[config.mk]
export PLATFORM = sky130hd
export DESIGN_NAME = instr_fetch_sequencer
export DESIGN_NICKNAME = d
export VERILOG_FILES = /design/src/rtl/aap_fetch_pkg.sv /design/src/rtl/fetch_perf_counters.sv /design/src/rtl/instr_fetch_sequencer.sv
export SDC_FILE = /design/constraint.sdc
export NUM_CORES = 1
export LEC_CHECK = 0
export BUFFER_PORTS_ARGS = -buffer_cell sky130_fd_sc_hd__buf_2
export CORE_AREA = 5 5 97 99
export DETAILED_ROUTE_END_ITERATION = 10
export DIE_AREA = 0 0 102 104
export PLACE_DENSITY = 0.86
export SYNTH_ARGS = -nofsm -noshare
export SYNTH_HDL_FRONTEND = slang
export SYNTH_HIERARCHICAL = 1
export SYNTH_SLANG_ARGS = --single-unit
[constraint.sdc]
create_clock -name clock -period 6.5 [get_ports clock]
set_clock_uncertainty 0.2 [all_clocks]
set_input_delay 0 -clock clock [delete_from_list [all_inputs] [get_ports clock]]
set_output_delay 0 -clock clock [all_outputs]
set_load 0.01 [all_outputs]
[src/rtl/aap_fetch_pkg.sv]
// aap_fetch_pkg: fetch sequencer state encoding and shared constants
package aap_fetch_pkg;
    typedef enum logic [2:0] {IDLE, REQ_LO, WAIT_LO, REQ_HI, WAIT_HI, OUT, DRAIN} fetch_state_t;
    localparam int PC_WIDTH_DEFAULT = 24;
    localparam int IS32_BIT = 15;
endpackage

[src/rtl/fetch_perf_counters.sv]
// fetch_perf_counters: two saturating counters of accepted 16-bit and 32-bit instructions
module fetch_perf_counters (
    input  logic        clock,
    input  logic        reset,
    input  logic        inc16,
    input  logic        inc32,
    output logic [15:0] count16,
    output logic [15:0] count32
);
    always_ff @(posedge clock or posedge reset) begin
        if (reset) begin
            count16 <= '0;
            count32 <= '0;
        end else begin
            if (inc16 && count16 != 16'hFFFF) count16 <= count16 + 16'd1;
            if (inc32 && count32 != 16'hFFFF) count32 <= count32 + 16'd1;
        end
    end
endmodule

[src/rtl/instr_fetch_sequencer.sv]
// instr_fetch_sequencer: fetches 16/32-bit instructions one halfword at a time for the decoder.
// Define FETCH_PERF_COUNTERS_EN to build the accepted-instruction counters; otherwise they read 0.
module instr_fetch_sequencer
    import aap_fetch_pkg::*;
#(
    parameter int                  PC_WIDTH = PC_WIDTH_DEFAULT,
    parameter logic [PC_WIDTH-1:0] RESET_PC = '0
) (
    input  logic                clock,
    input  logic                reset,
    input  logic                enable,
    output logic                mem_req,
    output logic [PC_WIDTH-1:0] mem_addr,
    input  logic [15:0]         mem_rdata,
    input  logic                mem_rvalid,
    input  logic                redirect,
    input  logic [PC_WIDTH-1:0] redirect_pc,
    output logic                instr_valid,
    input  logic                instr_ready,
    output logic [31:0]         instr,
    output logic                instr_is32,
    output logic [PC_WIDTH-1:0] instr_pc,
    output logic [15:0]         count16,
    output logic [15:0]         count32
);
    fetch_state_t        state;
    logic [PC_WIDTH-1:0] pc;

    assign mem_req     = (state == REQ_LO || state == REQ_HI) && !redirect;
    assign mem_addr    = (state == REQ_HI) ? pc + PC_WIDTH'(1) : pc;
    assign instr_valid = (state == OUT);

    always_ff @(posedge clock or posedge reset) begin
        if (reset) begin
            state      <= IDLE;
            pc         <= RESET_PC;
            instr      <= '0;
            instr_is32 <= 1'b0;
            instr_pc   <= RESET_PC;
        end else if (redirect) begin
            pc    <= redirect_pc;
            // a response still in flight must be swallowed before refetching
            state <= (!mem_rvalid && (state == WAIT_LO || state == WAIT_HI || state == DRAIN)) ? DRAIN : REQ_LO;
        end else begin
            case (state)
                IDLE:    if (enable) state <= REQ_LO;
                REQ_LO:  state <= WAIT_LO;
                WAIT_LO: if (mem_rvalid) begin
                    instr      <= {16'h0000, mem_rdata};
                    instr_is32 <= mem_rdata[IS32_BIT];
                    instr_pc   <= pc;
                    state      <= mem_rdata[IS32_BIT] ? REQ_HI : OUT;
                end
                REQ_HI:  state <= WAIT_HI;
                WAIT_HI: if (mem_rvalid) begin
                    instr[31:16] <= mem_rdata;
                    state        <= OUT;
                end
                OUT:     if (instr_ready) begin
                    pc    <= pc + (instr_is32 ? PC_WIDTH'(2) : PC_WIDTH'(1));
                    state <= enable ? REQ_LO : IDLE;
                end
                DRAIN:   if (mem_rvalid) state <= REQ_LO;
                default: state <= IDLE;
            endcase
        end
    end

`ifdef FETCH_PERF_COUNTERS_EN
    fetch_perf_counters u_perf (
        .clock   (clock),
        .reset   (reset),
        .inc16   (instr_valid && instr_ready && !redirect && !instr_is32),
        .inc32   (instr_valid && instr_ready && !redirect && instr_is32),
        .count16 (count16),
        .count32 (count32)
    );
`else
    assign count16 = '0;
    assign count32 = '0;
`endif
endmodule
# Yosys cells after proc, flatten, opt, wreduce, memory -nomap -nowiden
# Cells that the tools add are included.
dict set report classes {
  add_sub_neg 2
  n_eq_ne 13
  n_mux 18
  n_bitwise 1
  n_reduce_logical 15
}
# operator n
set ops {}
lappend ops {{2-to-1 mux 24 bit} 4}
lappend ops {{2-to-1 mux 32 bit} 1}
lappend ops {{one-hot mux 16 bit (2 select lines)} 1}
lappend ops {{adder 24 x 1 -> 24 bit (second input constant)} 1}
lappend ops {{adder 24 x 2 -> 24 bit} 1}
lappend ops {{2-to-1 mux 3 bit} 8}
lappend ops {{one-hot mux 3 bit (7 select lines)} 1}
lappend ops {{2-to-1 mux 16 bit} 1}
lappend ops {{!= test 3 bit (second input constant)} 4}
lappend ops {{equality test 3 bit (second input constant)} 3}
lappend ops {{equality test 3 x 2 -> 1 bit (second input constant)} 2}
lappend ops {{nonzero test 2 bit} 3}
lappend ops {{AND reduction 5 bit} 1}
lappend ops {{!= test 2 bit (second input constant)} 2}
lappend ops {{AND reduction 4 bit} 1}
lappend ops {{equality test 3 x 1 -> 1 bit (second input constant)} 1}
lappend ops {{logical NOT 3 bit} 1}
lappend ops {{logical OR 1 bit} 3}
lappend ops {{!= test 3 x 2 -> 1 bit (second input constant)} 1}
lappend ops {{AND reduction 3 bit} 1}
lappend ops {{logical AND 1 bit} 2}
lappend ops {{logical NOT 1 bit} 2}
lappend ops {{2-to-1 mux 2 bit} 1}
lappend ops {{AND reduction 2 bit} 1}
lappend ops {{other kinds (2)} 2}
dict set report totals {
  register_bits 84
  inputBits 46
}

# Depth between registers and ports, before layout
dict set report logic_depth {
  word_depth 6
  depth_mapped 9
  mapped_depth_nobuf 8
}

# Least setup slack after synthesis
# No wires, ideal clock.
dict set report synth_timing {
  path_type {reg-to-reg}
  from {reg, netlist name instr[15]}
  to {reg pc[18]}
  setup_time_ps 131
  arrival_ps 2290
  t_required_ps 6169
  path_slack_ps 3878
  stages_incl_launch_ff 10
  path_buffers 1
  synth_period_minus_slack_ps 2622
  path_cell_list {dfrtp_1 inv_1 ha_1 inv_1 fa_1 nand3b_1 nor3_1 clkbuf_1 a21boi_0 or3_1}
}
# item line
set synth_rtl {}
lappend synth_rtl {{to (signal assigned)} instr_fetch_sequencer.sv:41} ;# pc <= redirect_pc;
lappend synth_rtl {{to (signal assigned)} instr_fetch_sequencer.sv:60} ;# pc <= pc + (instr_is32 ? PC_WIDTH'(2) : PC_WIDTH'(1));
lappend synth_rtl {{to (decl)} instr_fetch_sequencer.sv:27} ;# logic [PC_WIDTH-1:0] pc;

==> flow_summary_export.csv <==
group,metric,value,unit
grt,track_usage,22.9,%
pwr,power_density,338,nW/um^2
timing,fin_tns_setup,0,ns
finish,antenna_cells,0,
placement,hpwl,8110,um
routing,num_vias,3919,
synthesis,yosys-top-cells-area,"dfrtp_1, mux2_2, buf_4, xnor2_1, nand2_1",
timing,fmax,311,MHz
floorplanning,ios,161,
outcome,status,"finished, final reports clean",
clock_tree,clkTransAtPathRegs,0.08,ns
worst_setup_path,critPathBufInv,2,
timing,period_share,49.5,%
worst_setup_path,worstPathMaxFanout,11,
worst_setup_path,cpPeakStageDelay,0.93,ns
clock_tree,cts_tree,"yes",
hold_path,worstHoldPathCells,3,
floorplanning,die_y,104,um
finish,drive_gt1_share,31.6,%
worst_setup_path,reg2reg_from,"instr[15]",
synthesis,synth.most_common_cell,"dfrtp_1",
hold_path,min_to,"pc[20]",
synthesis,avgSynthCellArea,9.98,um^2
floorplanning,core,8470,um^2
synthesis,ys_seq_area_share,46.6,%
timing,hold_violations,0,
finish,final_net_count,650,
pwr,leakage,2.79,nW
finish,area_delta_synth_final,28.2,%
pwr,p_total,0.00193,W
timing,setup_viol,0,
grt,antenna_found_initial,0,
worst_setup_path,regToRegSetupSlack,3.28,ns
routing,detail_route.iter0.violations,355,
routing,wire_per_inst,16.9,um
routing,ant_nets,0,
worst_setup_path,crit_family,"simple AND/OR/NAND/NOR gates",
synthesis,yosysTopAreaCell,"dfrtp_1",
synthesis,netlist_area,4460,um^2
hold_path,min_from,"redirect",
routing,vias_per_cell,5.50,
worst_setup_path,crit_path_end_kind,"flip-flop",
worst_setup_path,crit_arrival,3.25,ns
clock_tree,cts_num_sinks,83,
grt,grt_pass1_wl,19500,um
synthesis,synthFlopType,"dfrtp_1",
synthesis,ys_ff_latch,83,
clock_tree,htree_levels,3,
timing,tightest_slew,1.20,ns
timing,setup_ws,3.28,ns
worst_setup_path,cp_slowest_cell,"nor3_1",
floorplanning,initial_core_util,52.7,%
clock_tree,cts-root-buf,"clkbuf_8",
clock_tree,numCtsBuffers,9,
worst_setup_path,r2r_cells,8,
synthesis,synth_top_area_share,46.6,%
synthesis,synth_cell_type_count,48,
floorplanning,die_x,102,um
hold_path,holdCritPathClass,"in2reg",
worst_setup_path,path_class,"reg2reg",
synthesis,synth-async-reset-ratio,100,%
floorplanning,rows,34,
worst_setup_path,worst_path_most_repeated_cell,"inv_1",
synthesis,synth_cells,447,
timing,post-route-min-period,3.22,ns
timing,maxSlewViolCount,0,
placement,io_buffers,128,
grt,grt_overflow,0,
clock_tree,cts_buffer_depth,2,
synthesis,synth_edf_count,0,
worst_setup_path,path_cells,"inv_1, ha_1, inv_1, fa_1, nand3b_1, nor3_1, a21boi_0, or3_1",
timing,rsz0062_at_grt,"no",
synthesis,yosys_warnings,6,
placement,gp_congestion,0.863,
timing,slew_headroom,19.6,%
pwr,max-vdd-ir-drop,173,uV
worst_setup_path,reg2reg_to,"pc[18]",
routing,routed_wirelength,12100,um
floorplanning,die-area,10600,um^2
run,maxCapViolCount,0,
routing,dr.pass1.iters,5,
routing,drcViolationCount,0,
clock_tree,clk_latency,0.35,ns
grt,grt_pass1_vias,3898,
placement,place_ws,3.34,ns
worst_setup_path,startpoint_type,"flip-flop",
grt,grt_start_max_net_pins,84,
worst_setup_path,cp.required,6.53,ns
synthesis,synth_commonest_cells,"dfrtp_1, nand2_1, buf_4, mux2_2, o21ai_0",
[through the flow]
stage | util, % | area, um^2 | hold slack, ns | std cells
after detailed placement | 59.0 | 5000 | 0.0125 | 651
after floorplan | - | 4580 | -0.104 | 478
after global routing | 67.6 | 5720 | 0.0916 | 713
after CTS | 67.6 | 5720 | 0.0264 | 713
after global placement | 59.0 | 5000 | 0.0115 | 651
final | 67.6 | 5720 | 0.0459 | 713
[sequential cells by signal, indices dropped and copies added, names as in the netlist]
signal / flops
state: 3
instr: 32
pc: 24
instr_pc: 24
[layer usage]
layer	GRT usage (%)	wire [um]
met1	29.8	4820
met2	37.0	5990
met3	3.69	853
met4	10.5	415
met5	0	0
[where the power goes]
| group | switching (W) | leakage (nW) | internal [W] |
|---|---|---|---|
| clock | 0.000188 | 0.127 | 0.000296 |
| sequential | 0.000132 | 1.05 | 0.000674 |
| combinational | 0.000331 | 1.61 | 0.000313 |
[layout make-up]
cell class / count / area (um^2)
clock buffer: 10 / 128
clock inverter: 6 / 136
fill: 657 / 2750
inverter: 14 / 53.8
multi-input combinational: 316 / 2070
sequential: 83 / 2080
tap: 108 / 135
timing repair buffer: 176 / 1120
[layout by cell type (no fill, tap or decap), types with 4 or more instances in the layout]
cell type      netlist  routed
a21oi_1              6       6
a22o_1              17      17
a31oi_1              7       7
buf_2                7     128
bufinv_16            0       4
clkbuf_8             0       9
conb_1               1      32
dfrtp_1             83      83
dlygate4sd3_1        0      46
inv_1               14      13
mux2_2              33      33
nand2_1             41      41
nand3_1             14      13
nand3b_1             4       4
nand4_1             16      16
nor2_1              24      24
nor3_1              11      11
nor4_1               8       8
o21ai_0             28      28
xnor2_1             24      24
xor2_1               9       9
[worst min-delay path, delay by kind of cell]
| family | cells | cell delay, ns |
|---|---|---|
| buf+inv | 1 | 0.35 |
| simple gates | 2 | 0.19 |
[kinds of logic (layout without fill, tap and decap cells)]
logic type                 count (synthesis)  in the layout  share of synthesized area, %
muxes                                     34             34                          8.56
adders and majority gates                  4              4                          1.29
DFF                                       83             83                          46.6
other                                      1             32                        0.0841
buffers and inverters                     79            206                          9.65
AOI/OAI and AO/OA                         73             73                          11.0
and+or+nand+nor                          140            140                          16.4
xor gates and xnor gates                  33             33                          6.48
[repair_timing]
item / in CTS / in global routing
setup buffers: 0 / 0
hold buffers: 46 / 0
endpoints found under the hold margin: 142 / 0
gates resized for setup: 0 / 0
[worst max-delay path by stage]
| stage | cells past startpoint | startpoint | slack, ns | endpoint |
|---|---|---|---|---|
| after floorplan | 9 | instr[15] | 3.88 | pc[18] |
| after global placement | 8 | instr[15] | 3.45 | pc[18] |
| after detailed placement | 8 | instr[15] | 3.34 | pc[18] |
| after CTS | 8 | instr[15] | 3.32 | pc[18] |
| after global routing | 8 | instr[15] | 3.01 | pc[18] |
| final | 8 | instr[15] | 3.28 | pc[18] |
Power figures use the tool's default switching activity.
